## src/rtl/elevator_request_ctrl.sv

```systemverilog
// ---------------------------------------------------------------------------
// elevator_request_ctrl
//   Request side of the elevator cab FSM link for a 4-floor car (floors 0..3).
//   Latches cab and hall calls, chooses the next target floor and offers it to
//   the cab FSM with a small offer/ack handshake, raises door-open and
//   leave-stop requests, and runs the door/travel seconds timer.
//
//   Handshake on next_stage: next_stage[2] is the "offer valid" flag. An offer
//   is held stable until the FSM acknowledges it with a rising FR_Delay. After
//   that next_stage is 0 until FR_Delay has been seen low, so two acks can
//   never be taken for one offer.
//
//   Build option: define CAB_PRIORITY_EN to make target selection consider cab
//   calls alone first, falling back to hall calls only when no cab call gives
//   a candidate. Without it, cab and hall calls are merged per floor.
//
// Ports
//   clk           in   system clock, rising edge
//   reset         in   asynchronous active-low reset
//   cab_btn[3:0]  in   cab floor buttons (level)
//   hall_up[3:0]  in   hall up calls, bit 3 ignored
//   hall_dn[3:0]  in   hall down calls, bit 0 ignored
//   FR_Delay      in   FSM ack that next_stage was taken
//   Delay         in   FSM arrival strobe
//   Actual_Stage  in   current floor from FSM
//   UD_Answer     in   FSM travel direction, 1 = up
//   STOP          in   FSM parked in stop state
//   reset_clock   in   FSM timer restart request
//   next_stage    out  {1'b1, floor} offered target, 3'b000 = none
//   OC_Request    out  open doors at current floor
//   UD_Request    out  resume direction, 1 = up
//   NO_STOP       out  leave stop state, work pending
//   actual_clock  out  seconds since last reset_clock, saturating
//   pending       out  per-floor OR of all latched calls
// ---------------------------------------------------------------------------
module elevator_request_ctrl #(
    parameter int TICK_DIV = 50_000_000,
    parameter int CLK_SAT  = 15
) (
    input  logic       clk,
    input  logic       reset,
    input  logic [3:0] cab_btn,
    input  logic [3:0] hall_up,
    input  logic [3:0] hall_dn,
    input  logic       FR_Delay,
    input  logic       Delay,
    input  logic [1:0] Actual_Stage,
    input  logic       UD_Answer,
    input  logic       STOP,
    input  logic       reset_clock,
    output logic [2:0] next_stage,
    output logic       OC_Request,
    output logic       UD_Request,
    output logic       NO_STOP,
    output logic [3:0] actual_clock,
    output logic [3:0] pending
);

    localparam int             PW        = (TICK_DIV > 1) ? $clog2(TICK_DIV) : 1;
    localparam logic [PW-1:0]  PRESC_MAX = PW'(TICK_DIV - 1);
    localparam logic [3:0]     SAT       = 4'(CLK_SAT);

    localparam logic [1:0] ST_IDLE  = 2'd0;
    localparam logic [1:0] ST_OFFER = 2'd1;
    localparam logic [1:0] ST_ACKED = 2'd2;

    logic [3:0]    cab_q, hup_q, hdn_q;
    logic [3:0]    cab_n, hup_n, hdn_n;
    logic [3:0]    clr_cab, clr_up, clr_dn;
    logic          fr_q, rc_q;
    logic          fr_rise, rc_rise, serve;
    logic          here_n;
    logic [3:0]    above_mask, below_mask;
    logic          any_above, any_below;
    logic [2:0]    cand;
    logic [1:0]    state_q;
    logic [PW-1:0] presc_q;

    // Select, OC and NO_STOP are re-evaluated from the live FSM inputs every
    // cycle, so the arrival strobe carries no extra information here.
    logic unused_delay;
    assign unused_delay = Delay;

    // Returns {found, floor}: in the travel direction the nearest pending
    // floor beyond the current one, otherwise the nearest one behind.
    function automatic logic [2:0] pick(input logic [3:0] v,
                                        input logic [1:0] cur,
                                        input logic       up);
        logic       found_a, found_b;
        logic [1:0] lo_a, hi_b;
        found_a = 1'b0;
        found_b = 1'b0;
        lo_a    = 2'd0;
        hi_b    = 2'd0;
        for (int i = 3; i >= 0; i--) begin
            if (v[i] && (i > int'(cur))) begin
                found_a = 1'b1;
                lo_a    = 2'(i);
            end
        end
        for (int i = 0; i < 4; i++) begin
            if (v[i] && (i < int'(cur))) begin
                found_b = 1'b1;
                hi_b    = 2'(i);
            end
        end
        if (up)
            return found_a ? {1'b1, lo_a} : (found_b ? {1'b1, hi_b} : 3'b000);
        else
            return found_b ? {1'b1, hi_b} : (found_a ? {1'b1, lo_a} : 3'b000);
    endfunction

    assign pending = cab_q | hup_q | hdn_q;
    assign fr_rise = FR_Delay & ~fr_q;
    assign rc_rise = reset_clock & ~rc_q;
    // A timer restart while the doors were requested open means the floor
    // has been served.
    assign serve   = rc_rise & OC_Request;

    always_comb begin
        clr_cab = 4'b0000;
        clr_up  = 4'b0000;
        clr_dn  = 4'b0000;
        if (serve) begin
            clr_cab[Actual_Stage] = 1'b1;
            if (UD_Answer) clr_up[Actual_Stage] = 1'b1;
            else           clr_dn[Actual_Stage] = 1'b1;
        end
    end

    // A button held during its own service keeps the call alive.
    assign cab_n = (cab_q & ~clr_cab) | cab_btn;
    assign hup_n = (hup_q & ~clr_up)  | (hall_up & 4'b0111);
    assign hdn_n = (hdn_q & ~clr_dn)  | (hall_dn & 4'b1110);

    // Door request looks at next-cycle call state so it drops together with
    // the clear of the served call.
    assign here_n = cab_n[Actual_Stage] |
                    (UD_Answer ? hup_n[Actual_Stage] : hdn_n[Actual_Stage]);

    assign above_mask = 4'b1110 << Actual_Stage;
    assign below_mask = ~(above_mask | (4'b0001 << Actual_Stage));
    assign any_above  = |(pending & above_mask);
    assign any_below  = |(pending & below_mask);

`ifdef CAB_PRIORITY_EN
    logic [2:0] cab_pick;
    always_comb begin
        cab_pick = pick(cab_q, Actual_Stage, UD_Answer);
        cand     = cab_pick[2] ? cab_pick : pick(pending, Actual_Stage, UD_Answer);
    end
`else
    always_comb begin
        cand = pick(pending, Actual_Stage, UD_Answer);
    end
`endif

    // Call registers, input edge registers and FSM-facing request outputs.
    always_ff @(posedge clk or negedge reset) begin
        if (!reset) begin
            cab_q      <= 4'b0000;
            hup_q      <= 4'b0000;
            hdn_q      <= 4'b0000;
            fr_q       <= 1'b0;
            rc_q       <= 1'b0;
            OC_Request <= 1'b0;
            UD_Request <= 1'b1;
            NO_STOP    <= 1'b0;
        end else begin
            cab_q      <= cab_n;
            hup_q      <= hup_n;
            hdn_q      <= hdn_n;
            fr_q       <= FR_Delay;
            rc_q       <= reset_clock;
            OC_Request <= ~STOP & here_n;
            NO_STOP    <= STOP & (|pending);
            if (STOP) begin
                if (any_above)      UD_Request <= 1'b1;
                else if (any_below) UD_Request <= 1'b0;
            end
        end
    end

    // Offer FSM: hold an offer until acked, then wait for the ack to go low.
    always_ff @(posedge clk or negedge reset) begin
        if (!reset) begin
            state_q    <= ST_IDLE;
            next_stage <= 3'b000;
        end else begin
            case (state_q)
                ST_IDLE: begin
                    if (cand[2]) begin
                        state_q    <= ST_OFFER;
                        next_stage <= cand;
                    end
                end
                ST_OFFER: begin
                    if (fr_rise) begin
                        state_q    <= ST_ACKED;
                        next_stage <= 3'b000;
                    end
                end
                ST_ACKED: begin
                    if (!FR_Delay) state_q <= ST_IDLE;
                end
                default: begin
                    state_q    <= ST_IDLE;
                    next_stage <= 3'b000;
                end
            endcase
        end
    end

    // Seconds timer; a restart request beats a coincident prescaler wrap.
    always_ff @(posedge clk or negedge reset) begin
        if (!reset) begin
            presc_q      <= '0;
            actual_clock <= 4'd0;
        end else if (rc_rise) begin
            presc_q      <= '0;
            actual_clock <= 4'd0;
        end else if (presc_q == PRESC_MAX) begin
            presc_q <= '0;
            if (actual_clock < SAT) actual_clock <= actual_clock + 4'd1;
        end else begin
            presc_q <= presc_q + 1'b1;
        end
    end

endmodule

```

## config.mk

```make
export PLATFORM = sky130hd
export DESIGN_NAME = elevator_request_ctrl
export DESIGN_NICKNAME = d
export VERILOG_FILES = /design/src/rtl/elevator_request_ctrl.sv
export SDC_FILE = /design/constraint.sdc
export NUM_CORES = 1
export LEC_CHECK = 0
export BUFFER_PORTS_ARGS = -buffer_cell sky130_fd_sc_hd__buf_2
export CAP_MARGIN = 20
export CORE_MARGIN = 5
export CORE_UTILIZATION = 57
export DETAILED_ROUTE_END_ITERATION = 8
export PLACE_DENSITY = 0.8
export SKIP_LAST_GASP = 1
export SLEW_MARGIN = 40
export SYNTH_ARGS = -nofsm -noshare
export SYNTH_HDL_FRONTEND = slang
export SYNTH_SLANG_ARGS = --single-unit
```

## constraint.sdc

```tcl
create_clock -name clk -period 2.9 [get_ports clk]
set_clock_uncertainty 0.15 [all_clocks]
set_input_delay 0 -clock clk [delete_from_list [all_inputs] [get_ports clk]]
set_output_delay 0 -clock clk [all_outputs]
set_load 0.05 [all_outputs]
```

### After elaboration in Yosys (flattened, before gate mapping)

Cells that the tools add are included.

| word-level totals | value |
|---|---|
| register bits after elaboration | 52 |
| input bits | 21 |
| output and inout port bits | 14 |
| word-level logic and storage cells | 118 |

| cells by class | value |
|---|---|
| add/sub/neg operators | 2 |
| magnitude comparators | 9 |
| eq/ne operators | 6 |
| shift operators | 2 |
| muxes and demuxes | 44 |
| bitwise operators | 25 |
| reduce and logical (&&, ||, !) cells | 18 |

Operators by type and width:

| operator | number |
|---|---|
| 2-to-1 mux 26 bit | 2 |
| 2-to-1 mux 4 bit | 8 |
| adder 26 x 1 -> 26 bit (second input constant) | 1 |
| == test 26 bit (second input constant) | 1 |
| 2-to-1 mux 3 bit | 7 |
| bitwise AND 4 bit | 5 |
| OR 4 bit | 5 |
| NOT 4 bit | 4 |
| 2-to-1 mux 1 bit | 14 |
| 2-to-1 mux 2 bit | 7 |
| OR reduction 4 bit | 3 |
| case mux 3 bit (3 select lines) | 1 |
| logical AND 1 bit | 7 |
| binary-select mux 1 bit (select 2 bit) | 3 |
| inequality test 2 bit (second input constant) | 3 |
| case mux 2 bit (3 select lines) | 1 |
| AND reduction 3 bit | 2 |
| nonzero test 2 bit | 3 |
| bitwise AND 1 bit | 5 |
| adder 4 x 1 -> 4 bit (second input constant) | 1 |
| > comparator 2 bit (first input constant) | 2 |
| < comparator 1 x 2 -> 1 bit (first input constant) | 2 |
| < comparator 4 bit (second input constant) | 1 |
| NOT 1 bit | 4 |
| 13 further kinds | 14 |

### Longest topological paths before layout

Gate-level depths: netlist of the first run.

| logic depth | value |
|---|---|
| word-level depth | 14 |
| depth in mapped cells | 7 |
| mapped depth without buffers | 6 |

### Worst setup path before layout of the first run

No wires, ideal clock.

| path | value |
|---|---|
| path kind | register -> register |
| start | reg presc_q[16] |
| end | reg actual_clock[1] |
| setup time | 133 ps |
| arrival | 1944 ps |
| required time | 2617 ps |
| path slack | 673 ps |
| stages on the path, launching flop included | 6 |
| buffers on the path | 0 |
| clock period less this slack | 2227 ps |
| cell sequence | dfrtp_1 -> or4b_1 -> or4_4 -> nor3_2 -> mux2i_1 -> nor2_1 |

| between the ends | value |
|---|---|
| word-level cells in the longest chain between the ends | 3 |

Ends and longest elaborated chain:

| item | line | text |
|---|---|---|
| from (decl) | 77 | `logic [PW-1:0] presc_q;` |
| from (signal assigned) | 226 | `presc_q <= presc_q + 1'b1;` |
| == test 26 bit | 222 | `end else if (presc_q == PRESC_MAX) begin` |
| nonzero test 2 bit (no line) | -- |  |
| AND reduction 2 bit (no line) | -- |  |
| to (signal assigned) | 224 | `if (actual_clock < SAT) actual_clock <= actual_clock + 4'd1;` |
| to (decl) | 55 | `output logic [3:0] actual_clock,` |

No other way between the ends.
A chain may end at the register's enable or synchronous reset.

### Final worst setup path of the first run

Same ends and word-level chain as after synthesis.

==> results of run 1 <==
## through the flow
step | setup slack [ns] | cell area (um2) | cells | power (mW) | hold WS (ns)
CTS | 0.580 | 3180 | 391 | 1.57 | 0.00265
finish | 0.584 | 3180 | 391 | 1.55 | 0.0193
global route | 0.468 | 3180 | 391 | 1.64 | 0.0365
global placement | 0.600 | 2940 | 368 | 1.14 | -0.0257
floorplan | 0.673 | 2720 | 288 | 1.06 | -0.446
detailed placement | 0.595 | 2950 | 368 | 1.15 | -0.146
## Yosys cell counts, types with 2 or more instances
cell	n
ha_1	2
nand3_1	13
nand2_1	22
nor3_1	7
xor2_1	15
and4_1	3
xnor2_1	7
nor2_1	38
nand2b_1	9
nor4_1	2
and3_1	4
or3_1	6
mux2i_1	3
o21ai_0	18
o21a_1	2
nor2b_1	5
inv_1	9
o22ai_1	2
dfrtp_1	51
mux2_2	2
nand4_1	7
a211oi_1	3
a21o_1	4
nor3_2	2
clkbuf_1	9
a21oi_1	14
nand3b_1	2
and2_1	2
buf_2	2
## metal layers
metal,vias up,routed length [um],global-route usage
met2,63,2870,0.331
li1,1101,-,-
met4,0,89,0.0636
met1,1102,2590,0.265
met5,-,0,0
met3,10,268,0.0408
## what timing repair did
action | 4_1_cts | 5_1_grt
buffers inserted | 0 | 0
hold buffers | 15 | 0
resized for setup | 0 | 0
endpoints found under the hold margin | 69 | 0
## kinds of logic after synthesis
logic type      count (synthesis)  share of synthesized area
mux                             6                     0.0276
fa+ha+maj                       2                    0.00920
buf+inv                        20                     0.0285
xor+xnor                       22                     0.0708
flops                          52                      0.479
simple gates                  132                      0.262
compound gates                 54                      0.123
## registers in the layout (all words and copies together), names as in the netlist
signal	cells
NO_STOP	1
OC_Request	1
UD_Request	1
actual_clock	4
cab_q	4
fr_q	1
hdn_q	4
hup_q	4
next_stage	3
presc_q	26
rc_q	1
state_q	2
## critical path: stages, from the launching register on
cell and delay [ns]:
dfrtp_1 0.41, or4b_1 0.52, or4_4 0.60, nor3_2 0.25, mux2i_1 0.21, nor2_1 0.05
## how the worst max path moves through the flow
stage / startpoint / to / slack [ns]
after floorplan: presc_q[16]$_DFF_PN0_ / actual_clock[1]$_DFFE_PN0P_ / 0.67
after global routing: presc_q[16]$_DFF_PN0_ / actual_clock[1]$_DFFE_PN0P_ / 0.47
after global placement: presc_q[16]$_DFF_PN0_ / actual_clock[1]$_DFFE_PN0P_ / 0.60
after detailed placement: presc_q[16]$_DFF_PN0_ / actual_clock[1]$_DFFE_PN0P_ / 0.60
after CTS: presc_q[16]$_DFF_PN0_ / actual_clock[1]$_DFFE_PN0P_ / 0.58
final: presc_q[16]$_DFF_PN0_ / actual_clock[1]$_DFFE_PN0P_ / 0.58
## area by class of cell
cell class | instances | area share
Inverter | 9 | 0.0106
Clock buffer | 5 | 0.0216
Timing Repair Buffer | 52 | 0.111
Multi-Input combinational cell | 216 | 0.421
Clock inverter | 3 | 0.00589
Sequential cell | 52 | 0.409
Tap cell | 54 | 0.0212
## power by group
part	switching, mW	internal, mW	total, mW
Clock	0.236	0.169	0.405
Combinational	0.206	0.112	0.318
Sequential	0.0489	0.783	0.832
Total	0.491	1.06	1.55
==> impl_metrics.ini, run 1 <==
[clocking]
cts-htree-levels = 2
insertion_delay_ns = 0.30
clockBufferDepth = 2
ctsRootBufferMaster = clkbuf_8
cts_buffers = 5
cts_tree = built
cts.sinks = 52
cts.clk_slew.worst_paths_ns = 0.10

[route]
dr.pass1.iters = 4
totalWireLength_um = 5820
via_per_inst = 5.82
dr_total_vias = 2276
drt_iter0_markers = 129
antenna_left = 0
post_drt_wl_per_cell_um = 14.9
drc = 0

[setup_path]
rr_endpoint = actual_clock[1]$_DFFE_PN0P_
critPathLaunchType = flop
rr_startpoint = presc_q[16]$_DFF_PN0_
critPathArrivalTime_ns = 2.33
rrSetupSlack_ns = 0.58
critPathRequiredTime_ns = 2.92
worst_setup_path_end_kind = flop
reg2reg_depth = 5
worstSetupPathType = flop to flop
crit_path_max_fanout = 4

[synth]
postSynthCellCount = 288
yosysWarningCount = 0
ys_types = 52
synth.top_cell.area_share = 0.469
synth_ff_type = dfrtp_1
yosysTopAreaCell = dfrtp_1
syn-cell-area_mm2 = 0.00272
syn_area_per_cell_um2 = 9.44
synth.area.top_cells = dfrtp_1 (47%), nor2_1 (5.2%), xor2_1 (4.8%)
synthArstFlopShare = 1.00
synth-edff-count = 0
yosysSeqAreaShare = 0.479
syn_nets = 311
yosys_register_bits = 52

[hold_path]
hold_end = hdn_q[3]$_DFF_PN0_
hold_class = input port to flop
hold_depth = 3
hold_start = Actual_Stage[1]

[final_layout]
final_common_cell = dfrtp_1
final.fill_count = 376
fin_nets = 359
layout-drive-gt1-share = 0.166
mostFrequentLayoutCells = dfrtp_1 (51), nor2_1 (38), buf_2 (30), nand2_1 (22), o21ai_0 (18)
finish.utilization = 0.679
seq_area_mm2 = 0.00130
multi_input_area_mm2 = 0.00134
areaGrowthSynthToFinish_pct = 17.1
num_antenna_cells = 0

[floorplanning]
dieArea_mm2 = 0.00625
die_w_um = 79.1
rows = 25
io_pins = 35
die_h_um = 79.1
core_area_mm2 = 0.00469
start_util = 0.580

[timing]
tightest_slew_ns = 0.590
maxSlewViolCount = 0
rsz0062_at_grt = false
post-route-period-util = 0.799
setup_viol = 0
fmax_mhz = 432
relSlewSlack = 0.603
fin_crit_ns = 2.32
hold_viol = 0
tns_ns = 0

[flow_run]
drv_cap = 0

[global_routing]
grt.overflow.total = 0
grt_pass1_vias = 2248
grt_max_degree = 41
track_usage = 0.200
antenna_found_initial = 0
grt_pass1_wl_um = 10100

[place]
dp_hpwl_um = 4010
port_buffers = 31
gp_congestion = 0.887

[pwr]
power.density_mw_per_mm2 = 488
irDropWorstVdd_mv = 0.343
p_leak_nw = 1.37

[run_status]
status = finished, final reports clean
Note: power is estimated with default switching activity, not from simulation.
==> run 2: changes to the inputs <==
Settings changed: CORE_UTILIZATION 57 to 52, PLACE_DENSITY 0.8 to 0.77.
Clock period 2.9 ns to 2.1 ns, I/O delays scaled along.
==> run 2 against run 1 <==
Net effect:
- the flow now finishes with violations (negative setup slack)
- combinational power rose by 39%
- non-clock buffer count up 16
- final cell count increased by 8.2%
- clock power is 80% higher
- register-to-register slack got worse by 0.64 ns
- sequential share of layout area down 2.5 points
- via count grew 1.9%
- maximum frequency grew 7.5%
- die area increased by 8.4%
- critical path type unchanged
- largest power group unchanged
- highest routed layer unchanged
==> impl_metrics.ini, run 2 (synthesis gave the netlist of run 1 again) <==
[floorplanning]
start_util = 0.533
dieArea_mm2 = 0.00678
rows = 26
core_area_mm2 = 0.00511
io_pins = 35
die_h_um = 82.3
die_w_um = 82.3

[final_layout]
max_flop_register = presc_q
largest_reg_flops = 26
final_common_cell = dfrtp_1
multi_input_area_mm2 = 0.00136
num_antenna_cells = 0
fin_nets = 375
areaGrowthSynthToFinish_pct = 24.6
seq_area_mm2 = 0.00130
fin_cells = 423
layout-drive-gt1-share = 0.212
postLayoutCellArea_mm2 = 0.00339
mostFrequentLayoutCells = dfrtp_1 (51), nor2_1 (38), buf_2 (32), nand2_1 (22), buf_4 (20)
final.fill_count = 411

[setup_path]
rrSetupSlack_ns = -0.05
worst_setup_path_end_kind = flop
critPathRequiredTime_ns = 2.16
reg2reg_depth = 5
critPathLaunchType = flop
cpMaxStageDelayCell = or4b_4
path_cells = or4b_4 > or4_4 > nor3_4 > mux2i_1 > nor2_1
crit_path_max_fanout = 4
worstSetupPathType = flop to flop
path_buf_inv = 0
slowest_delay_ns = 0.54
crit_family = simple AND/OR/NAND/NOR gates
rr_startpoint = presc_q[16]$_DFF_PN0_
critPathArrivalTime_ns = 2.22
rr_endpoint = actual_clock[1]$_DFFE_PN0P_

[hold_path]
hold_class = input port to flop
hold_start = Actual_Stage[0]
hold_end = hup_q[3]$_DFF_PN0_
hold_depth = 3

[timing]
rsz0062_at_grt = true
maxSlewViolCount = 0
fin_crit_ns = 2.15
fmax_mhz = 464
whs_ns = 0.0211
tightest_slew_ns = 0.623
setup_viol = 26
post-route-period-util = 1.03
relSlewSlack = 0.581
setup_ws_ns = -0.0541
hold_viol = 0
tns_ns = -0.471

[clocking]
cts_buffers = 5
clockBufferDepth = 2
cts.clk_slew.worst_paths_ns = 0.10
cts-htree-levels = 2
cts.sinks = 52
insertion_delay_ns = 0.31
ctsRootBufferMaster = clkbuf_8
cts_tree = built

[global_routing]
grt.overflow.total = 0
antenna_found_initial = 0
grt_pass1_vias = 2283
grt_max_degree = 25
grt_pass1_wl_um = 10400
track_usage = 0.201

[place]
post-place-cells = 398
place_area_mm2 = 0.00309
dp_slack_ns = -0.0508
gp_congestion = 0.869
port_buffers = 31
dp_hpwl_um = 4190

[pwr]
p_leak_nw = 1.49
p_comb_frac = 0.190
switching_share = 0.297
power.density_mw_per_mm2 = 684
seqPwrFrac = 0.495
irDropWorstVdd_mv = 0.789
internal-power_mw = 1.63
p_switching_uw = 690
clkPwrFrac = 0.315

[route]
dr.pass1.iters = 4
drc = 0
totalWireLength_um = 6070
dr_total_vias = 2319
via_per_inst = 5.48
antenna_left = 0
drt_iter0_markers = 101
post_drt_wl_per_cell_um = 14.3

[flow_run]
drv_cap = 0

[run_status]
violations = negative setup slack
status = finished, violations left
run 2: how the worst max path moves through the flow:
stage / startpoint / endpoint / slack (ns) / depth (start not counted)
2_1_floorplan: presc_q[16]$_DFF_PN0_ / actual_clock[3]$_DFFE_PN0P_ / 0.01 / 5
3_3_place_gp: presc_q[16]$_DFF_PN0_ / actual_clock[1]$_DFFE_PN0P_ / 0.01 / 5
3_5_place_dp: presc_q[16]$_DFF_PN0_ / actual_clock[3]$_DFFE_PN0P_ / -0.05 / 5
4_1_cts: presc_q[16]$_DFF_PN0_ / actual_clock[3]$_DFFE_PN0P_ / -0.07 / 5
5_1_grt: presc_q[16]$_DFF_PN0_ / actual_clock[1]$_DFFE_PN0P_ / -0.16 / 5
6_report: presc_q[16]$_DFF_PN0_ / actual_clock[1]$_DFFE_PN0P_ / -0.05 / 5
run 2: power by group through the flow:
stage	logic, mW	clock network [mW]	registers, mW
2_1_floorplan	0.198	0	1.26
3_3_place_gp	0.415	0	1.16
3_5_place_dp	0.417	0	1.17
4_1_cts	0.442	0.753	1.15
5_1_grt	0.489	0.792	1.16
6_report	0.441	0.731	1.15
run 2: tightest hold or removal path, cell delays in order:
cell and delay (ns):
buf_2 0.21, nand2_1 0.12, o21a_1 0.12
run 2: cell type report:
cell class | instances | area share
multi-input cells | 216 | 0.402
clock buffers | 6 | 0.0244
well taps | 70 | 0.0258
inverters | 9 | 0.00997
clock inverters | 2 | 0.0114
flip-flops and latches | 52 | 0.384
repair buffers | 68 | 0.142
run 2: stage by stage:
stage                      util  total power [mW]
after floorplan               -              1.46
after global placement    0.605              1.58
after detailed placement  0.605              1.58
after CTS                 0.660              2.34
after global routing      0.664              2.44
final                     0.664              2.32
run 2: what timing repair did:
item                                    CTS  global route
hold buffers                             16             0
gates resized for setup                   0             3
endpoints found under the setup margin   27            28
buffers inserted                          0             1
hold endpoints to repair                 73             0
pin swaps                                 1             2
run 2: layer usage:
layer  part of all wire  GRT usage
met1               0.45      0.257
met2               0.48      0.333
met3              0.041     0.0380
met4              0.027     0.0880
met5                  0          0
